===== src/rtl/clb_packer_if.sv =====
// clb_packer_if: input/output valid-ready handshakes plus flush and pending status for clb_packer
interface clb_packer_if #(
  parameter int IWIDTH = 32,
  parameter int OWIDTH = 64
);
  logic in_valid;
  logic in_ready;
  logic [IWIDTH-1:0] din;
  logic flush;
  logic out_valid;
  logic out_ready;
  logic [OWIDTH-1:0] dout;
  logic pending;
  modport master (output in_valid, din, flush, out_ready, input in_ready, out_valid, dout, pending);
  modport slave (input in_valid, din, flush, out_ready, output in_ready, out_valid, dout, pending);
endinterface


===== src/rtl/clb_packer.sv =====
// clb_packer: packs pairs of narrow words into one double-width word (first word low), with zero-padded flush
module clb_packer #(
  parameter int IWIDTH = 32,
  parameter int OWIDTH = 64
) (
  input logic clk,
  input logic r,
  input logic en,
  clb_packer_if.slave bus
);
  typedef enum logic [1:0] {EMPTY = 2'b00, FULL = 2'b01, HALF = 2'b10, FULL_HALF = 2'b11} state_e;
  state_e state, state_n;
  logic [IWIDTH-1:0] lo_reg;
  logic [OWIDTH-1:0] out_reg, out_n;
  logic lo_v, out_v, slot_free, acc, pair, fire, load_lo, load_out;
  if (OWIDTH != 2 * IWIDTH) begin : g_width_check
    $error("clb_packer: OWIDTH must equal 2*IWIDTH");
  end
  assign lo_v = state[1];
  assign out_v = state[0];
  // Handshake decode, next state and outputs; a pairing accept outranks a flush on the same cycle
  always_comb begin
    slot_free = ~out_v | bus.out_ready;
    bus.in_ready = en & ~r & (~lo_v | slot_free);
    acc = bus.in_valid & bus.in_ready;
    pair = acc & lo_v;
    fire = en & bus.flush & lo_v & ~acc & slot_free;
    load_lo = acc & ~lo_v;
    load_out = pair | fire;
    out_n = {pair ? bus.din : {IWIDTH{1'b0}}, lo_reg};
    state_n = state_e'({load_lo | (lo_v & ~load_out), load_out | (out_v & ~(en & bus.out_ready))});
    bus.out_valid = out_v & en & ~r;
    bus.dout = r ? '0 : out_reg;
    bus.pending = lo_v & ~r;
  end
  // State and data registers; a disabled block sees no load enables and so holds everything
  always_ff @(posedge clk) begin
    if (r) begin
      state <= EMPTY;
      lo_reg <= '0;
      out_reg <= '0;
    end else begin
      state <= state_n;
      if (load_lo) lo_reg <= bus.din;
      if (load_out) out_reg <= out_n;
    end
  end
endmodule


===== src/flat_wrapper.sv =====
// flat-port wrapper written by rule: the top's interface ports become plain ports
module clb_packer_flat 
#(
  parameter int IWIDTH = 32,
  parameter int OWIDTH = 64
)
  (clk, r, en, bus_in_valid, bus_din, bus_flush, bus_out_ready, bus_in_ready, bus_out_valid, bus_dout, bus_pending);
  clb_packer_if #(.IWIDTH(IWIDTH), .OWIDTH(OWIDTH)) bus_i ();
  input logic clk;
  input logic r;
  input logic en;
  input wire logic [$bits(bus_i.in_valid)-1:0] bus_in_valid;
  input wire logic [$bits(bus_i.din)-1:0] bus_din;
  input wire logic [$bits(bus_i.flush)-1:0] bus_flush;
  input wire logic [$bits(bus_i.out_ready)-1:0] bus_out_ready;
  output wire logic [$bits(bus_i.in_ready)-1:0] bus_in_ready;
  output wire logic [$bits(bus_i.out_valid)-1:0] bus_out_valid;
  output wire logic [$bits(bus_i.dout)-1:0] bus_dout;
  output wire logic [$bits(bus_i.pending)-1:0] bus_pending;
  assign bus_i.in_valid = bus_in_valid;
  assign bus_i.din = bus_din;
  assign bus_i.flush = bus_flush;
  assign bus_i.out_ready = bus_out_ready;
  assign bus_in_ready = bus_i.in_ready;
  assign bus_out_valid = bus_i.out_valid;
  assign bus_dout = bus_i.dout;
  assign bus_pending = bus_i.pending;
  clb_packer #(.IWIDTH(IWIDTH), .OWIDTH(OWIDTH)) u_core (.clk(clk), .r(r), .en(en), .bus(bus_i));
endmodule

===== config.mk =====
export PLATFORM = sky130hd
export DESIGN_NAME = clb_packer_flat
export DESIGN_NICKNAME = d
export VERILOG_FILES = /design/src/rtl/clb_packer_if.sv /design/src/rtl/clb_packer.sv /design/src/flat_wrapper.sv
export SDC_FILE = /design/constraint.sdc
export NUM_CORES = 1
export LEC_CHECK = 0
export CORE_MARGIN = 10
export CORE_UTILIZATION = 50
export DETAILED_ROUTE_END_ITERATION = 10
export GPL_TIMING_DRIVEN = 0
export PLACE_DENSITY = 0.81
export SKIP_CTS_REPAIR_TIMING = 1
export SLEW_MARGIN = 10
export SYNTH_ARGS = -nofsm -noshare
export SYNTH_HDL_FRONTEND = slang
export SYNTH_SLANG_ARGS = --single-unit

===== constraint.sdc =====
create_clock -name clk -period 2.6 [get_ports clk]
set_input_delay 0.52 -clock clk [delete_from_list [all_inputs] [get_ports clk]]
set_output_delay 0.52 -clock clk [all_outputs]
set_load 0.02 [all_outputs]

After elaboration in Yosys (flattened, before gate mapping):

Cells that the tools add are included.

* bits in registers: 98
* bits in latches: 0
* RAM bits: 0
* bits in read-only memories: 0
* bits of input ports: 38
* output and inout bits: 67
* memories kept: 0

* add/sub/neg operators: 0
* multipliers: 0
* div/mod/pow operators: 0
* order comparisons: 0
* equality and inequality tests: 0
* shifts and indexed selects: 0
* muxes and demuxes: 2
* bitwise operators: 26
* reductions and logical operators: 0

Operator list (number)
* $mux W64: 1
* $mux W32: 1
* $and A1 B1 Y1: 15
* $not A1 Y1: 6
* $or A1 B1 Y1: 5

Depth between registers and ports, before layout:

Gate-level depths: netlist of the first run.

* word-level depth: 12
* depth in mapped cells: 6
* mapped depth without buffers: 3

Worst setup path before layout of the first run:

OpenSTA, ideal clock, no wires.

* path type: input to output
* start: in r
* end: out bus_dout[46]
* arrival time: 1.156 ns
* slack: 0.924 ns
* stages on the path: 4
* buffers on the path: 2
* path through: clkbuf_1 > clkbuf_1 > nand2b_1 > inv_1

* longest elaborated chain between the ends: 1

RTL lines
* start: declaration: line flat_wrapper.sv:10 `input logic r;`
* $mux W64: line clb_packer.sv:33 `bus.dout = r ? '0 : out_reg;`
* end: declaration: line flat_wrapper.sv:18 `output wire logic [$bits(bus_i.dout)-1:0] bus_dout;`

No other way between the ends.

Worst setup path in the final report of the first run:

* start: in r
* end: out bus_in_ready

* longest elaborated chain between the ends: 3

RTL lines
* $not A1 Y1: line clb_packer.sv:24 `bus.in_ready = en & ~r & (~lo_v | slot_free);`
* $and A1 B1 Y1 (2 in a row): line clb_packer.sv:24
* end: declaration: line flat_wrapper.sv:16 `output wire logic [$bits(bus_i.in_ready)-1:0] bus_in_ready;`

No other way between the ends.

==> results of run 1 <==
cells by family (layout without fill, tap and decap cells):
family                 Yosys count  count (layout)  share of synthesized area
AND/OR/NAND/NOR                137             137                      0.187
multiplexers                    32              32                     0.0766
AO/OA/AOI/OAI                   70              70                      0.161
flip-flops                      98              98                      0.469
buffers and inverters           94             213                      0.106
power groups by stage:
stage | logic, uW | clock network [uW] | registers, uW
6_report | 264 | 996 | 1550
5_1_grt | 284 | 1060 | 1560
4_1_cts | 266 | 1010 | 1550
3_5_place_dp | 264 | 0 | 1590
3_3_place_gp | 259 | 0 | 1590
2_1_floorplan | 138 | 0 | 1580
final timing paths:
kind | startpoint | end | slack [ps] | cells after the start
min reg2reg | u_core.out_reg[49] | u_core.out_reg[49] | 490 | 2
max | r | bus_in_ready | 90 | 4
min | u_core.out_reg[49] | u_core.out_reg[49] | 490 | 2
max reg2reg | u_core.state[0] | u_core.out_reg[50] | 1160 | 5
worst register-to-register path, cell delays in order (launching register included):
cell and delay [ps]:
dfxtp_1 330, nor2b_1 150, nor4bb_1 340, buf_2 250, buf_6 190, o2bb2ai_2 110
cell type report:
cell class | count | area [um^2] | share of cell area
clock buffer | 11 | 151 | 0.0264
timing repair buffer | 104 | 1200 | 0.210
buffer | 29 | 216 | 0.0377
inverter | 65 | 244 | 0.0425
tap | 105 | 131 | 0.0229
multi-input combinational | 239 | 1780 | 0.310
clock inverter | 4 | 51.3 | 0.00894
sequential | 98 | 1960 | 0.342
synth_stat cells (all sizes together):
cell,number,area share
clkbuf,10,0.0090
nor2b,3,0.0045
dfxtp,98,0.47
o2111a,2,0.0054
inv,65,0.058
mux2i,32,0.077
o21ai,32,0.038
nor3,1,0.0012
o21ba,1,0.0024
nand2b,98,0.15
o2bb2ai,32,0.11
nor4bb,2,0.0048
nor2,1,0.00090
nand2,32,0.029
buf,19,0.039
a21oi,3,0.0036
metal layers:
metal / vias to the layer above / global-route usage / share of wire
li1: 1593 / - / -
met1: 1511 / 0.175 / 0.43
met2: 76 / 0.281 / 0.51
met3: 15 / 0.0370 / 0.045
met4: 0 / 0.0608 / 0.022
met5: - / 0 / 0
through the flow:
| step | setup WS (ps) | cell area (um^2) | hold WS, ps | instances |
|---|---|---|---|---|
| finish | 89.1 | 5740 | 486 | 655 |
| global placement | -499 | 5360 | 464 | 640 |
| floorplan | 924 | 4180 | 451 | 431 |
| detailed placement | -516 | 5360 | 475 | 640 |
| global route | 34.2 | 5740 | 507 | 655 |
| CTS | -562 | 5560 | 488 | 655 |
==> qor.txt, run 1 <==
status - finished, final reports clean
max-slew violations - 0
Design Power - 2810 uW
initial drt markers - 92
die footprint - 0.0124 mm^2
highest clock rate - 398 MHz
DRC viols - 0
Die H - 111 um
largest net degree at the start of global routing - 16
Worst path top cell family by delay - buffers and inverters
Most Frequent Cell on Critical Path - clkdlybuf4s50_1
Tightest Pin Transition - 390 ps
RSZ-0062 raised after global routing - no
total wire length - 10200 um
final worst-path cycle share - 0.966
Final HPWL DP - 7590 um
GRT overflow - 0
Die W - 111 um
total of max-cap violations - 0
crit path capture type - primary output
area delta synth->final - 37.1%
Row Count - 33
Leakage - 0.00371 uW
Diodes inserted - 0
crit path kind - in2out
Final Critical Period - 2510 ps
Filler Cells Inserted - 631
Initial DRT Pass Iterations - 4
register share of total power - 0.552
Internal - 2170 uW
yosys warns - 0
CP arrival - 1990 ps
CP Cell Sequence - clkdlybuf4s50_1 -> nand2b_1 -> a21oi_1 -> clkdlybuf4s50_1
Switching Power - 644 uW
Clock Power Share - 0.354
register area share after synthesis - 0.469
Detail Route Antenna Nets - 0
io pins - 105
syn_area_per_cell - 9.71 um^2
critical path's slowest cell - clkdlybuf4s50_1
drt wl/cell - 15.6 um
H-Tree Depth - 3
Max-slew headroom - 0.740
CP max FO - 3
Logic pwr share - 0.094
Root Driver - clkbuf_8
PortBufs - 104
CP startpoint kind - primary input
Hold Crit Class - reg2reg
layout cell share with drive strength beyond 1 - 0.133
core box area - 0.00818 mm^2
Hold Fails Final Rpt - 0
utilization after layout - 0.702
final net count - 584
initial core utilization - 0.512
Net Sw Frac - 0.229
endpoints failing setup - 0
max reg flops - 64
vias in the first global route - 3336
global-route wire length before repair - 16300 um
Num CTS Buffers - 9
TritonCTS Sinks - 98
Syn Nets - 469
setup TNS - 0 ps
Setup Skew - 10.7 ps
CP Data Required Time - 2080 ps
synth unique cells - 20
GRT Total Usage - 0.157
#FFs+latches synth - 98
post-DR vias/cell - 4.88
Crit path largest cell delay - 640 ps
routed via count - 3195
clock tree buffer depth - 2
Cells after Synth - 431
clock slew at reported path FFs - 80 ps
clock latency on the worst-skew pair - 350 ps
mapped cell area - 0.00418 mm^2
P per Cell Area - 490 mW/mm^2
Buf/Inv on CP - 2
CTS tree - done
antenna violations before repair - 0
maximum VDD drop - 0.000363 V
most frequent cells in the layout - nand2b_1 (98), dfxtp_1 (98), inv_1 (65), dlymetal6s2s_1 (65), clkdlybuf4s50_1 (39)
GPL Wtd Cong - 0.858
Note: power is estimated with default switching activity, not from simulation.
==> inputs of run 2 (changes only) <==
--- a/config.mk
+++ b/config.mk
@@ -5,6 +5,7 @@
 export SDC_FILE = /design/constraint.sdc
 export NUM_CORES = 1
 export LEC_CHECK = 0
+export CAP_MARGIN = 40
 export CORE_MARGIN = 10
 export CORE_UTILIZATION = 50
 export DETAILED_ROUTE_END_ITERATION = 10
==> results of run 2 <==
The final DEF is identical to that of run 1; final timing and power are the same.
==> inputs of run 3 (changes only) <==
--- a/config.mk
+++ b/config.mk
@@ -6,11 +6,12 @@
 export NUM_CORES = 1
 export LEC_CHECK = 0
 export CAP_MARGIN = 40
-export CORE_MARGIN = 10
+export CORE_MARGIN = 2
 export CORE_UTILIZATION = 50
 export DETAILED_ROUTE_END_ITERATION = 10
 export GPL_TIMING_DRIVEN = 0
 export PLACE_DENSITY = 0.81
+export REMOVE_ABC_BUFFERS = 1
 export SKIP_CTS_REPAIR_TIMING = 1
 export SLEW_MARGIN = 10
 export SYNTH_ARGS = -nofsm -noshare
==> run 3 against run 2 <==
  * First-iteration DRC count shrank 18%
  * Largest power group unchanged
  * Largest cell class unchanged
  * Design area shrank 3.6%
  * Combinational power shrank 4%
  * Critical endpoint unchanged
  * Non-clock buffer count shrank 20
  * Clock skew grew 0.94 ps
==> qor.txt, run 3 (synthesis gave the netlist of run 1 again) <==
status - finished, final reports clean
critical path's slowest cell - clkdlybuf4s50_1
Setup WS pre-CTS - -235 ps (+282 ps)
Final Critical Period - 2530 ps (+20.7 ps)
RSZ-0062 raised after global routing - no
crit path capture type - primary output
CP Data Required Time - 2080 ps (about the same)
Root Driver - clkbuf_8
crit path kind - in2out
CP max FO - 6 (+3)
Clock Power Share - 0.354 (about the same)
maximum VDD drop - 0.000323 V (-11%)
die footprint - 0.00912 mm^2 (-27%)
max-slew violations - 0 (unchanged)
clock latency on the worst-skew pair - 350 ps (about the same)
Detail Route Antenna Nets - 0 (unchanged)
finished layout cell area - 0.00553 mm^2 (-3.6%)
H-Tree Depth - 3 (unchanged)
GRT overflow - 0 (unchanged)
R2R Path Start - u_core.state[0]
Logic pwr share - 0.091 (-0.003)
core box area - 0.00818 mm^2 (unchanged)
most common cell after layout, fill and taps aside - clkdlybuf4s50_1
endpoints failing setup - 0 (unchanged)
Most Frequent Cell on Critical Path - clkdlybuf4s50_1
P per Cell Area - 505 mW/mm^2 (+3.1%)
PortBufs - 104 (unchanged)
hold depth - 2 (unchanged)
global-route wire length before repair - 13300 um (-19%)
reg-to-reg endpoint - u_core.out_reg[51]
post-DR vias/cell - 4.81 (-1.4%)
DRC viols - 0 (unchanged)
Tightest Pin Transition - 894 ps (+503 ps)
Row Count - 33 (unchanged)
Initial DRT Pass Iterations - 4 (unchanged)
routed via count - 3053 (-4.4%)
Worst path top cell family by delay - buffers and inverters
Crit path largest cell delay - 610 ps (-30 ps)
Seq. cell area - 0.00196 mm^2 (unchanged)
initial drt markers - 75 (-18%)
CP Cell Sequence - clkdlybuf4s50_1 -> nand2b_1 -> a21oi_1 -> clkdlybuf4s50_1
CP arrival - 2010 ps (+20 ps)
r2r worst-path depth - 5 (unchanged)
Die H - 95.5 um (-14%)
GRT Total Usage - 0.186 (+0.0293)
hold path startpoint - u_core.out_reg[35]
antenna violations before repair - 0 (unchanged)
CTS tree - done
worst setup slack after layout - 68.4 ps (-20.7 ps)
highest clock rate - 395 MHz (-0.82%)
area delta synth->final - 32.2%
CP startpoint kind - primary input
WHS Endpoint - u_core.out_reg[35]
placed instance area - 0.00533 mm^2 (-0.58%)
clock tree buffer depth - 2 (unchanged)
GPL Wtd Cong - 0.735 (-14%)
Net Sw Frac - 0.215 (-0.0139)
max reg flops - 64 (unchanged)
most frequent cells in the layout - clkdlybuf4s50_1 (103), nand2b_1 (98), dfxtp_1 (98), inv_1 (65)
largest net degree at the start of global routing - 53 (+37)
TritonCTS Sinks - 98 (unchanged)
multi-input logic area - 0.00181 mm^2 (+1.8%)
Max-slew headroom - 0.403 (-0.336)
Setup Skew - 11.7 ps (+0.938 ps)
Num CTS Buffers - 9 (unchanged)
vias in the first global route - 3007 (-9.9%)
io pins - 105 (unchanged)
Die W - 95.5 um (-14%)
drt wl/cell - 13.0 um (-17%)
final net count - 564 (-3.4%)
Final HPWL DP - 6010 um (-21%)
Internal - 2190 uW (+1.2%)
Filler Cells Inserted - 666 (+5.5%)
Diodes inserted - 0 (unchanged)
Leakage - 0.00243 uW (-34%)
Hold Crit Class - reg2reg
Hold Fails Final Rpt - 0 (unchanged)
clock slew at reported path FFs - 80 ps (about the same)
total wire length - 8240 um (-19%)
initial core utilization - 0.512 (unchanged)
register share of total power - 0.556 (+0.004)
layout cell share with drive strength beyond 1 - 0.111 (-0.0214)
total of max-cap violations - 0 (unchanged)
Switching Power - 601 uW (-6.7%)
utilization after layout - 0.677 (-0.0251)
setup slack, reg-to-reg - 680 ps (-480 ps)
Buf/Inv on CP - 2 (unchanged)
final worst-path cycle share - 0.974 (+0.00797)
-- run 3: routing by layer --
metal	vias to the layer above	global-route usage	share of wire
met5	-	0	0
met4	0	0.0571	0.0095
met3	9	0.0443	0.047
met2	65	0.332	0.49
met1	1418	0.221	0.45
li1	1561	-	-
-- run 3: cell type report --
cell class	instances	area share
inverter	65	0.0441
clock buffer	13	0.0305
multi-input combinational	239	0.327
clock inverter	2	0.00633
timing repair buffer	113	0.214
tap	105	0.0238
sequential	98	0.355
-- run 3: tightest hold or removal path, stage by stage (launching register included) --
cell	delay (ps)
dfxtp_1	300
nand2b_1	80
o2bb2ai_1	60
-- run 3: metrics by stage --
step                hold WS (ps)  total power [uW]  TNS [ps]  std cells
detailed placement           468              1840     -3620        620
floorplan                    451              1700   -151300        402
global placement             461              1830   -627540        611
finish                       475              2790         0        635
CTS                          482              2830     -1320        635
global route                 504              2910         0        635
-- run 3: worst max path at each step --
stage               startpoint                  to  slack, ps  depth (start not counted)
floorplan                    r  u_core.out_reg[35]      -2530                          3
global placement             r   u_core.lo_reg[27]      -7280                          3
detailed placement           r  u_core.out_reg[61]       -230                          7
CTS                          r        bus_in_ready       -120                          5
global route                en        bus_in_ready         10                          4
finish                      en        bus_in_ready         70                          4
-- run 3: power by group through the flow --
stage                     Clock [uW]  Sequential (uW)  Combinational (uW)
after floorplan                    0             1580                 115
after global placement             0             1590                 243
after detailed placement           0             1590                 255
after CTS                       1020             1550                 256
after global routing            1080             1560                 275
final                            988             1550                 253
